===== src/rtl/inst_dispatch_buffer.sv =====
// -----------------------------------------------------------------------------
// inst_dispatch_buffer
//
// Reader end of the instruction queue. Pops {valid, pc, inst} packets, holds
// up to two of them in an in-order skid buffer (E0 = head, E1 = next) and
// presents the head, field-split, to dispatch. Back-pressure from the ROB or
// the reservation station stalls the head while the second slot keeps the
// queue draining for one more packet. A branch mispredict empties the buffer
// in the same cycle the queue flushes. Sequence tags are never rewound by a
// flush, only by reset.
//
// Optional feature: define DISPATCH_PERF_EN to build two saturating stall
// counters (ROB stall, reservation-station stall). Without the macro the perf
// ports are tied to zero and no counter flops exist.
//
// Ports:
//   clk, rst            clock, asynchronous active-high reset
//   branch_mispredict   flush request (same cycle as the queue flush)
//   q_empty, q_packet   queue head status and packet {valid, pc, inst}
//   q_pop               head of queue is removed at this clock edge
//   rob_full            ROB cannot accept
//   reservation_full    reservation station cannot accept
//   dispatch_*          head entry and its decode slices, plus its seq tag
//   perf_rob_stall      cycles the head was blocked by the ROB
//   perf_rs_stall       cycles the head was blocked by the reservation station
// -----------------------------------------------------------------------------
module inst_dispatch_buffer #(
  parameter int SEQ_W  = 8,
  parameter int PERF_W = 16
) (
  input  logic              clk,
  input  logic              rst,
  input  logic              branch_mispredict,
  input  logic              q_empty,
  input  logic [64:0]       q_packet,
  output logic              q_pop,
  input  logic              rob_full,
  input  logic              reservation_full,
  output logic              dispatch_valid,
  output logic [31:0]       dispatch_pc,
  output logic [31:0]       dispatch_inst,
  output logic [6:0]        dispatch_opcode,
  output logic [4:0]        dispatch_rd,
  output logic [2:0]        dispatch_funct3,
  output logic [4:0]        dispatch_rs1,
  output logic [4:0]        dispatch_rs2,
  output logic [SEQ_W-1:0]  dispatch_seq,
  output logic [PERF_W-1:0] perf_rob_stall,
  output logic [PERF_W-1:0] perf_rs_stall
);

  typedef enum logic [1:0] {
    S_EMPTY = 2'd0,
    S_ONE   = 2'd1,
    S_TWO   = 2'd2
  } state_t;

  state_t            state_q, state_d;
  logic [31:0]       e0_pc_q, e0_pc_d, e0_inst_q, e0_inst_d;
  logic [31:0]       e1_pc_q, e1_pc_d, e1_inst_q, e1_inst_d;
  logic [SEQ_W-1:0]  e0_seq_q, e0_seq_d, e1_seq_q, e1_seq_d;
  logic [SEQ_W-1:0]  seq_q, seq_d;

  logic              valid_s;
  logic              fire_s;
  logic              pop_s;
  logic              accept_s;
  logic [31:0]       pkt_pc_s;
  logic [31:0]       pkt_inst_s;

  // Gating with rst keeps both handshake outputs low for the whole reset
  // pulse, even while the queue head is non-empty.
  assign valid_s    = !rst && (state_q != S_EMPTY) && !branch_mispredict;
  assign fire_s     = valid_s && !rob_full && !reservation_full;
  // A full buffer can still take a packet when the head leaves this cycle.
  assign pop_s      = !rst && !q_empty && !branch_mispredict &&
                      ((state_q != S_TWO) || fire_s);
  // Bubbles (valid bit clear) are popped but otherwise ignored.
  assign accept_s   = pop_s && q_packet[64];
  assign pkt_pc_s   = q_packet[63:32];
  assign pkt_inst_s = q_packet[31:0];

  assign q_pop           = pop_s;
  assign dispatch_valid  = valid_s;
  assign dispatch_pc     = e0_pc_q;
  assign dispatch_inst   = e0_inst_q;
  assign dispatch_opcode = e0_inst_q[6:0];
  assign dispatch_rd     = e0_inst_q[11:7];
  assign dispatch_funct3 = e0_inst_q[14:12];
  assign dispatch_rs1    = e0_inst_q[19:15];
  assign dispatch_rs2    = e0_inst_q[24:20];
  assign dispatch_seq    = e0_seq_q;

  // Next-state logic for the occupancy FSM, both entries and the seq counter.
  always_comb begin
    state_d   = state_q;
    e0_pc_d   = e0_pc_q;
    e0_inst_d = e0_inst_q;
    e0_seq_d  = e0_seq_q;
    e1_pc_d   = e1_pc_q;
    e1_inst_d = e1_inst_q;
    e1_seq_d  = e1_seq_q;

    // Accept never happens during a flush, so tags survive it untouched.
    if (accept_s) begin
      seq_d = seq_q + {{(SEQ_W-1){1'b0}}, 1'b1};
    end else begin
      seq_d = seq_q;
    end

    if (branch_mispredict) begin
      state_d = S_EMPTY;
    end else begin
      case (state_q)
        S_EMPTY: begin
          if (accept_s) begin
            state_d   = S_ONE;
            e0_pc_d   = pkt_pc_s;
            e0_inst_d = pkt_inst_s;
            e0_seq_d  = seq_q;
          end else begin
            state_d = S_EMPTY;
          end
        end
        S_ONE: begin
          if (accept_s && !fire_s) begin
            state_d   = S_TWO;
            e1_pc_d   = pkt_pc_s;
            e1_inst_d = pkt_inst_s;
            e1_seq_d  = seq_q;
          end else if (fire_s && !accept_s) begin
            state_d = S_EMPTY;
          end else if (fire_s && accept_s) begin
            state_d   = S_ONE;
            e0_pc_d   = pkt_pc_s;
            e0_inst_d = pkt_inst_s;
            e0_seq_d  = seq_q;
          end else begin
            state_d = S_ONE;
          end
        end
        S_TWO: begin
          if (fire_s) begin
            e0_pc_d   = e1_pc_q;
            e0_inst_d = e1_inst_q;
            e0_seq_d  = e1_seq_q;
            if (accept_s) begin
              state_d   = S_TWO;
              e1_pc_d   = pkt_pc_s;
              e1_inst_d = pkt_inst_s;
              e1_seq_d  = seq_q;
            end else begin
              state_d = S_ONE;
            end
          end else begin
            state_d = S_TWO;
          end
        end
        default: begin
          state_d = S_EMPTY;
        end
      endcase
    end
  end

  // State, entry and seq-counter registers.
  always_ff @(posedge clk or posedge rst) begin
    if (rst) begin
      state_q   <= S_EMPTY;
      e0_pc_q   <= 32'd0;
      e0_inst_q <= 32'd0;
      e0_seq_q  <= {SEQ_W{1'b0}};
      e1_pc_q   <= 32'd0;
      e1_inst_q <= 32'd0;
      e1_seq_q  <= {SEQ_W{1'b0}};
      seq_q     <= {SEQ_W{1'b0}};
    end else begin
      state_q   <= state_d;
      e0_pc_q   <= e0_pc_d;
      e0_inst_q <= e0_inst_d;
      e0_seq_q  <= e0_seq_d;
      e1_pc_q   <= e1_pc_d;
      e1_inst_q <= e1_inst_d;
      e1_seq_q  <= e1_seq_d;
      seq_q     <= seq_d;
    end
  end

`ifdef DISPATCH_PERF_EN
  logic [PERF_W-1:0] perf_rob_q, perf_rob_d;
  logic [PERF_W-1:0] perf_rs_q, perf_rs_d;

  // Saturating stall counters; both may step in the same cycle.
  always_comb begin
    if (valid_s && rob_full && (perf_rob_q != {PERF_W{1'b1}})) begin
      perf_rob_d = perf_rob_q + {{(PERF_W-1){1'b0}}, 1'b1};
    end else begin
      perf_rob_d = perf_rob_q;
    end
    if (valid_s && reservation_full && (perf_rs_q != {PERF_W{1'b1}})) begin
      perf_rs_d = perf_rs_q + {{(PERF_W-1){1'b0}}, 1'b1};
    end else begin
      perf_rs_d = perf_rs_q;
    end
  end

  // Stall counter registers; only reset clears them.
  always_ff @(posedge clk or posedge rst) begin
    if (rst) begin
      perf_rob_q <= {PERF_W{1'b0}};
      perf_rs_q  <= {PERF_W{1'b0}};
    end else begin
      perf_rob_q <= perf_rob_d;
      perf_rs_q  <= perf_rs_d;
    end
  end

  assign perf_rob_stall = perf_rob_q;
  assign perf_rs_stall  = perf_rs_q;
`else
  assign perf_rob_stall = {PERF_W{1'b0}};
  assign perf_rs_stall  = {PERF_W{1'b0}};
`endif

endmodule


===== config.mk =====
export PLATFORM = sky130hd
export DESIGN_NAME = inst_dispatch_buffer
export DESIGN_NICKNAME = d
export VERILOG_FILES = /design/src/rtl/inst_dispatch_buffer.sv
export SDC_FILE = /design/constraint.sdc
export NUM_CORES = 1
export LEC_CHECK = 0
export CAP_MARGIN = 20
export CORE_MARGIN = 10
export CORE_UTILIZATION = 35
export CTS_CLUSTER_SIZE = 20
export DETAILED_ROUTE_END_ITERATION = 8
export GPL_TIMING_DRIVEN = 0
export SLEW_MARGIN = 5
export SYNTH_ARGS = -nofsm -noshare
export SYNTH_HDL_FRONTEND = slang
export SYNTH_SLANG_ARGS = --single-unit

===== constraint.sdc =====
create_clock -name clk -period 10.6 [get_ports clk]
set_clock_uncertainty 0.1 [all_clocks]
set_input_delay 2.12 -clock clk [delete_from_list [all_inputs] [get_ports clk]]
set_output_delay 2.12 -clock clk [all_outputs]
set_load 0.005 [all_outputs]

==> results of run 1 <==
## worst register-to-register path: cells and delay by family (launching register included)
| kind | cells | cell delay [ns] |
|---|---|---|
| adders and majority gates | 1 | 0.28 |
| AOI/OAI and AO/OA | 3 | 1.32 |
| DFF | 1 | 0.38 |
| muxes | 1 | 0.28 |
| buffers and inverters | 3 | 0.73 |
| and+or+nand+nor | 1 | 0.24 |
## per-layer routing
metal  up-vias  share of wire  track usage
met1      2460           0.46        0.174
met4         0          0.014       0.0424
met3        19          0.048       0.0326
met2       108           0.48        0.213
li1       2502              -            -
met5         -              0            0
## flip-flops by register name, indices dropped and copies added, names as in the netlist
name	cells
dispatch_pc	32
e1_pc_q	32
e1_seq_q	8
dispatch_inst	32
state_q	2
dispatch_seq	8
e1_inst_q	32
seq_q	8
## final cells by class
cell class,count,area [µm²],area share
Buffer,89,722,0.0688
Clock buffer,17,425,0.0406
Clock inverter,14,220,0.0210
Inverter,4,22.5,0.00215
Multi-Input combinational cell,440,3170,0.303
Sequential cell,154,3850,0.367
Tap cell,280,350,0.0334
Timing Repair Buffer,170,1720,0.164
## logic make-up after synthesis
kind of cell               synth area share
and+or+nand+nor                       0.125
muxes                                 0.248
other                              0.000490
adders and majority gates           0.00818
DFF                                   0.504
xor gates and xnor gates            0.00802
buffers and inverters                0.0964
AOI/OAI and AO/OA                   0.00982
## report_power, final
group / switching (mW) / internal, mW
registers: 0.0670 / 0.693
logic: 0.144 / 0.353
clock network: 0.256 / 0.419
## cells in the final DEF (no fill, tap or decap), drive strengths merged, types with 2 or more instances in the layout
cell type	n
buf	73
bufinv	5
clkbuf	34
clkdlybuf4s50	169
clkinv	2
clkinvlp	4
conb	32
dfrtp	154
ha	5
inv	7
mux2	144
nand2	223
nand3	2
nand4	3
nor2	5
nor3	3
nor4	2
xnor2	5
xor2	2
## how the worst max path moves through the flow
stage | endpoint | depth (start not counted)
floorplan | dispatch_inst[0] | 1
global placement | dispatch_inst[21] | 2
detailed placement | dispatch_inst[27] | 10
CTS | q_pop | 3
global route | dispatch_valid | 3
finish | dispatch_valid | 3
## metrics by stage
step | hold WS [ns] | total power [mW] | instance area (µm²)
global route | 0.417 | 2.04 | 10500
CTS | 0.400 | 1.96 | 10500
global placement | 0.385 | 1.27 | 9810
detailed placement | 0.388 | 1.28 | 9840
finish | 0.398 | 1.93 | 10500
floorplan | 0.363 | 0.965 | 7760
==> impl_metrics.json, run 1 <==
{
  "cp_top_family": "buffers and inverters",
  "drv_cap": 0,
  "drive_gt1_frac": 0.284,
  "synth-seq-cells": 154,
  "status": "finished clean",
  "diodes": 0,
  "dr.first_iter.drc_count": 214,
  "cp_common_cell": "clkdlybuf4s50_1",
  "finalMaxSlewViolations": 0,
  "path_max_fanout": 6,
  "cp_slowest_cell": "clkdlybuf4s50_1",
  "clock-sinks": 154,
  "ff2ff_setup_slack_ns": 7.16,
  "fin_nets": 952,
  "end_kind": "output pin",
  "min_to": "seq_q[7]",
  "path_class": "in -> out",
  "grt_overflow": 0,
  "die_area_um2": 28200,
  "setup_ws_ns": 4.80,
  "cp_slowest_stage_delay_ns": 0.58,
  "finalCritPeriodShare": 0.547,
  "instances_no_fill": 1168,
  "peakVddDrop_mv": 0.0994,
  "reg2reg_depth": 9,
  "rsz0062_at_grt": "false",
  "grt_pass1_wl_um": 30300,
  "port_buffers": 169,
  "pre_cts_slack_ns": 4.68,
  "reg2reg_from": "state_q[0]",
  "syn_inst": 656,
  "fmax_mhz": 172,
  "r2r_end": "dispatch_pc[23]",
  "ys.flop_type": "dfrtp_1",
  "place_hpwl_um": 13100,
  "die_x_um": 168,
  "coreArea_um2": 21700,
  "cts.path.max_buffers": 2,
  "cellPowerDensity_nw_per_um2": 184,
  "dieHeight_um": 168,
  "wire_per_inst_um": 16.0,
  "arrival_ns": 3.58,
  "start_util": 0.353,
  "final.setup.tns_ns": 0,
  "critPathRequiredTime_ns": 8.38,
  "min_path_type": "reg -> reg",
  "clk_pin_slew_ns": 0.06,
  "cts_root_buffer": "clkbuf_16",
  "crit_path_cell_trace": "clkdlybuf4s50_1 > nor3_1 > clkdlybuf4s50_1",
  "yosysWarnings": 0,
  "worst_slew_pin_slew_ns": 0.839,
  "first_pass_iters": 4,
  "postCtsHoldBufs": 0,
  "area_growth_pct": 37.1,
  "synth_top_area_share": 0.504,
  "post-route-drc-count": 0,
  "antenna_found_initial": 0,
  "vias": 5089,
  "start_kind": "input pin",
  "crit_buf_inv": 2,
  "cts_tree": "done",
  "finalHoldViolations": 0,
  "synth.cell_area_um2": 7650,
  "synth-seq-area-share": 0.504,
  "utilization": 0.484,
  "yosysMostFrequentCell": "nand2_1",
  "wl_um": 18700,
  "gr-usage-all-layers": 0.133,
  "synth-edff-count": 0,
  "htreeDepth": 4,
  "yosys.area.top_type": "dfrtp_1",
  "gp_congestion": 0.766,
  "syn_area_per_cell_um2": 11.7,
  "viasPerCell": 4.36,
  "cts_setup_buffers": 0,
  "ios": 202,
  "netlist_top_cells_area": "dfrtp_1 50%, mux2_4 14%, nand2_1 11%",
  "slew_headroom": 0.439,
  "worstHoldStart": "seq_q[7]",
  "ys_top_cells_by_count": "223 x nand2_1, 154 x dfrtp_1, 74 x mux2_2",
  "dp_cells": 1137,
  "cts_resized": 0,
  "rows": 54,
  "clk_latency_ns": 0.42,
  "period_needed_ns": 5.80,
  "numCtsBuffers": 17,
  "yosys.cell_types.count": 32,
  "grt_max_degree": 80,
  "p_leak_nw": 5.28,
  "cp-startpoint": "rst",
  "grt_pass1_vias": 5287,
  "nFillCells": 2016,
  "setup_viol": 0,
  "async_flop_share": 1.00,
  "postRouteAntennaNets": 0,
  "worstHoldPathCells": 1
}
Power figures use the tool's default switching activity.
==> inputs of run 2 (changes only) <==
==> constraint.sdc (replaced) <==
create_clock -name clk -period 5.2 [get_ports clk]
set_clock_uncertainty 0.1 [all_clocks]
set_input_delay 1.04 -clock clk [delete_from_list [all_inputs] [get_ports clk]]
set_output_delay 1.04 -clock clk [all_outputs]
set_load 0.005 [all_outputs]
==> run 2 against run 1 <==
Net effect: first-iteration DRC count decreased by 16%; hold slack gained 0.0046 ns; via count decreased by 0.14%; power grew 99%; die area unchanged; final cell count rose by 0.43%; flip-flop and latch count unchanged; non-clock buffer count increased by 3; wire length is 1.8% lower; count of clock-buffer cells in the layout increased by 2; highest routed layer unchanged.
==> impl_metrics.json, run 2 (synthesized netlist as in run 1, its figures left out) <==
{
  "htreeDepth": 4,
  "dieHeight_um": 168,
  "cts_root_buffer": "clkbuf_16",
  "coreArea_um2": 21700,
  "numCtsBuffers": 17,
  "finalCritPeriodShare": 0.817,
  "clk_latency_ns": 0.41,
  "first_pass_iters": 4,
  "post-route-drc-count": 0,
  "clock-sinks": 154,
  "dr.first_iter.drc_count": 179,
  "arrival_ns": 4.44,
  "cellPowerDensity_nw_per_um2": 367,
  "rsz0062_at_grt": "false",
  "worst_slew_pin_slew_ns": 0.775,
  "setup_viol": 0,
  "cts_resized": 0,
  "fmax_mhz": 235,
  "drive_gt1_frac": 0.287,
  "cp_slowest_stage_delay_ns": 0.58,
  "end_kind": "flip-flop",
  "path_max_fanout": 10,
  "critPathRequiredTime_ns": 5.39,
  "status": "finished clean",
  "die_area_um2": 28200,
  "min_path_type": "reg -> reg",
  "grt_pass1_vias": 5415,
  "wire_per_inst_um": 15.6,
  "ios": 202,
  "wl_um": 18400,
  "antenna_found_initial": 1,
  "drv_cap": 0,
  "cts_setup_buffers": 0,
  "utilization": 0.484,
  "place_hpwl_um": 13200,
  "gr-usage-all-layers": 0.131,
  "start_kind": "input pin",
  "grt_pass1_wl_um": 30100,
  "slew_headroom": 0.482,
  "viasPerCell": 4.33,
  "path_class": "in -> reg",
  "start_util": 0.353,
  "crit_path_cell_trace": "clkdlybuf4s50_1 > nor4b_2 > o21ai_1 > inv_1 > ha_1 > inv_1 > o41ai_1 > o311ai_4 > buf_6 > mux2_2",
  "dp_cells": 1140,
  "finalMaxSlewViolations": 0,
  "port_buffers": 169,
  "area_growth_pct": 37.3,
  "cp_common_cell": "inv_1",
  "cts_tree": "done",
  "clk_pin_slew_ns": 0.06,
  "cp_top_family": "compound AO/OA/AOI/OAI gates",
  "layout_commonest_cell": "nand2_1",
  "gp_congestion": 0.730,
  "layout_common_cells": "223 x nand2_1, 169 x clkdlybuf4s50_1, 154 x dfrtp_1, 74 x mux2_2, 70 x mux2_4",
  "cts.path.max_buffers": 2,
  "vias": 5082,
  "instances_no_fill": 1173,
  "rows": 54,
  "post_dp_cell_area_um2": 9890,
  "die_x_um": 168,
  "crit_buf_inv": 4,
  "p_leak_nw": 5.29,
  "holdWs_ns": 0.402,
  "final.setup.tns_ns": 0,
  "fin_nets": 955,
  "postCtsHoldBufs": 0,
  "finalHoldViolations": 0,
  "grt_max_degree": 39,
  "postRouteAntennaNets": 0,
  "fin_area_um2": 10500,
  "cp_slowest_cell": "nor4b_2",
  "peakVddDrop_mv": 0.208,
  "grt_overflow": 0,
  "period_needed_ns": 4.25
}
==> run 2: metal layers <==
| metal | wire length [µm] | track usage | share of wire | vias up |
|---|---|---|---|---|
| met5 | 0 | 0 | 0 | - |
| met4 | 145 | 0.0363 | 0.0079 | 0 |
| met3 | 1340 | 0.0489 | 0.073 | 10 |
| met2 | 8290 | 0.197 | 0.45 | 135 |
| met1 | 8580 | 0.172 | 0.47 | 2437 |
| li1 | - | - | - | 2500 |
==> run 2: final timing paths <==
kind	startpoint	to	slack, ns	cells past startpoint
min in group asynchronous	rst	dispatch_pc[3]	1.03	2
hold reg to reg	dispatch_pc[11]	dispatch_pc[11]	0.40	1
max in group asynchronous	rst	e1_pc_q[31]	3.20	4
setup reg to reg	state_q[0]	dispatch_pc[30]	1.83	9
setup / recovery	rst	dispatch_pc[30]	0.95	10
hold / removal	dispatch_pc[11]	dispatch_pc[11]	0.40	1
==> run 2: report_power, final <==
part           internal, mW  switching [mW]  total (mW)
sequential             1.41           0.139        1.55
clock                 0.747           0.539        1.29
combinational         0.723           0.291        1.01
total                  2.88           0.969        3.85
==> run 2: cell type report <==
| type | count | area [µm²] |
|---|---|---|
| Sequential cell | 154 | 3850 |
| Multi-Input combinational cell | 440 | 3170 |
| Tap cell | 280 | 350 |
| Timing Repair Buffer | 173 | 1770 |
| Clock inverter | 13 | 158 |
| Antenna cell | 1 | 2.50 |
| Buffer | 89 | 722 |
| Fill cell | 2003 | 11200 |
| Inverter | 4 | 18.8 |
| Clock buffer | 19 | 453 |
==> run 2: per-stage QoR <==
step	power [mW]	worst slack, ns
after global placement	2.59	0.431
after global routing	4.06	0.647
after CTS	3.92	0.909
final	3.85	0.950
after detailed placement	2.61	0.476
after floorplan	1.97	1.58
==> run 2: worst register-to-register path, stage by stage (launching register included) <==
cell      delay [ns]
dfrtp_1         0.36
clkbuf_1        0.19
nand2b_1        0.22
o21ai_1         0.46
inv_1           0.27
ha_1            0.28
o41ai_1         0.46
o311ai_4        0.38
buf_6           0.26
mux2_2          0.28
==> inputs of run 3 (changes only) <==
==> constraint.sdc (replaced) <==
create_clock -name clk -period 4 [get_ports clk]
set_clock_uncertainty 0.1 [all_clocks]
set_input_delay 0.8 -clock clk [delete_from_list [all_inputs] [get_ports clk]]
set_output_delay 0.8 -clock clk [all_outputs]
set_load 0.005 [all_outputs]
==> run 3 against run 2 <==
Net effect: hold slack barely moved; wire length rose by 0.26%; sequential power rose by 30%; utilization rose by 0.075 points; combinational power rose by 31%; design area rose by 0.15%; die area did not move; clock power rose by 29%; critical endpoint unchanged; largest cell class unchanged; highest routed layer unchanged.
==> impl_metrics.json, run 3 (synthesized netlist as in run 1, its figures left out) <==
{
  "status": "finished clean",
  "utilization": 0.485,
  "first_pass_iters": 4,
  "htreeDepth": 4,
  "crit_path_cell_trace": "clkdlybuf4s50_1 > nor4b_4 > o21ai_1 > inv_1 > ha_1 > inv_1 > o41ai_2 > o311ai_4 > buf_6 > mux2_2",
  "drv_cap": 0,
  "cts.path.max_buffers": 2,
  "layout_common_cells": "223 x nand2_1, 169 x clkdlybuf4s50_1, 154 x dfrtp_1, 74 x mux2_2, 70 x mux2_4",
  "die_x_um": 168,
  "fmax_mhz": 273,
  "numCtsBuffers": 17,
  "grt_overflow": 0,
  "period_needed_ns": 3.67,
  "cp_slowest_stage_delay_ns": 0.55,
  "viasPerCell": 4.33,
  "clk_latency_ns": 0.41,
  "arrival_ns": 3.86,
  "antenna_found_initial": 1,
  "port_buffers": 169,
  "critPathRequiredTime_ns": 4.19,
  "cellPowerDensity_nw_per_um2": 476,
  "min_path_type": "reg -> reg",
  "nFillCells": 2003,
  "gr-usage-all-layers": 0.131,
  "vias": 5075,
  "end_kind": "flip-flop",
  "cp_common_cell": "inv_1",
  "clk_pin_slew_ns": 0.06,
  "wl_um": 18400,
  "drive_gt1_frac": 0.288,
  "post-route-drc-count": 0,
  "area_growth_pct": 37.5,
  "fin_area_um2": 10500,
  "finalCritPeriodShare": 0.917,
  "grt_pass1_wl_um": 30100,
  "gp_congestion": 0.730,
  "setup_viol": 0,
  "rsz0062_at_grt": "false",
  "p_leak_nw": 5.30,
  "path_class": "in -> reg",
  "grt_pass1_vias": 5415,
  "dr.first_iter.drc_count": 143,
  "rows": 54,
  "worst_slew_pin_slew_ns": 0.763,
  "wire_per_inst_um": 15.7,
  "die_area_um2": 28200,
  "layout_commonest_cell": "nand2_1",
  "start_kind": "input pin",
  "finalHoldViolations": 0,
  "postRouteAntennaNets": 0,
  "peakVddDrop_mv": 0.271,
  "cts_root_buffer": "clkbuf_16",
  "path_max_fanout": 10,
  "clock-sinks": 154,
  "slew_headroom": 0.490,
  "cp_slowest_cell": "clkdlybuf4s50_1",
  "dieHeight_um": 168,
  "place_hpwl_um": 13200,
  "cts_tree": "done",
  "coreArea_um2": 21700,
  "final.setup.tns_ns": 0,
  "grt_max_degree": 39,
  "post_dp_cell_area_um2": 9890,
  "start_util": 0.353,
  "ios": 202,
  "postCtsHoldBufs": 0,
  "finalMaxSlewViolations": 0,
  "fin_nets": 955
}
run 3: cell counts in the layout (fill, tap and decap cells not counted):
No cell type changed its count.
run 3: repair_timing:
action                     CTS  global route
setup endpoints to repair   70            70
gates resized for setup      1             1
buffers inserted             0             0
run 3: area by class of cell:
class	count	area [µm²]	share of cell area
diodes	1	2.50	0.000238
plain buffers	89	722	0.0686
clock buffers	19	453	0.0431
clock inverters	13	158	0.0150
inverters	4	18.8	0.00178
multi-input cells	440	3190	0.303
flip-flops and latches	154	3850	0.366
well taps	280	350	0.0333
repair buffers	173	1770	0.168
run 3: per-layer routing:
metal | wire length [µm] | track usage
met5 | 0 | 0
met1 | 8590 | 0.172
met2 | 8290 | 0.197
met4 | 145 | 0.0363
met3 | 1380 | 0.0489
run 3: critical path: cells and delay by family:
| family | cells | cell delay [ns] |
|---|---|---|
| compound gates | 3 | 0.99 |
| fa+ha+maj | 1 | 0.19 |
| buf+inv | 4 | 1.12 |
| mux | 1 | 0.27 |
| simple gates | 1 | 0.46 |
run 3: path summary, 6_finish.rpt:
check	from	to	slack, ns	cells past startpoint
max in group asynchronous	rst	e1_pc_q[31]	2.20	4
worst max register to register	state_q[0]	dispatch_pc[30]	0.81	9
worst min-delay path	dispatch_pc[11]	dispatch_pc[11]	0.40	1
min in group asynchronous	rst	dispatch_pc[3]	0.82	2
worst min register to register	dispatch_pc[11]	dispatch_pc[11]	0.40	1
worst max-delay path	rst	dispatch_pc[30]	0.33	10
run 3: power breakdown:
| part | internal, mW | switching, mW |
|---|---|---|
| clock | 0.971 | 0.702 |
| sequential | 1.84 | 0.180 |
| combinational | 0.940 | 0.379 |
run 3: metrics by stage:
stage          hold WS [ns]  total power [mW]  std cells  worst slack [ns]
2_1_floorplan         0.363              2.56        687             0.623
3_3_place_gp          0.387              3.36       1136            -0.529
3_5_place_dp          0.390              3.39       1140            -0.484
4_1_cts               0.407              5.10       1172             0.112
5_1_grt               0.420              5.28       1173            0.0953
6_report              0.402              5.01       1173             0.334
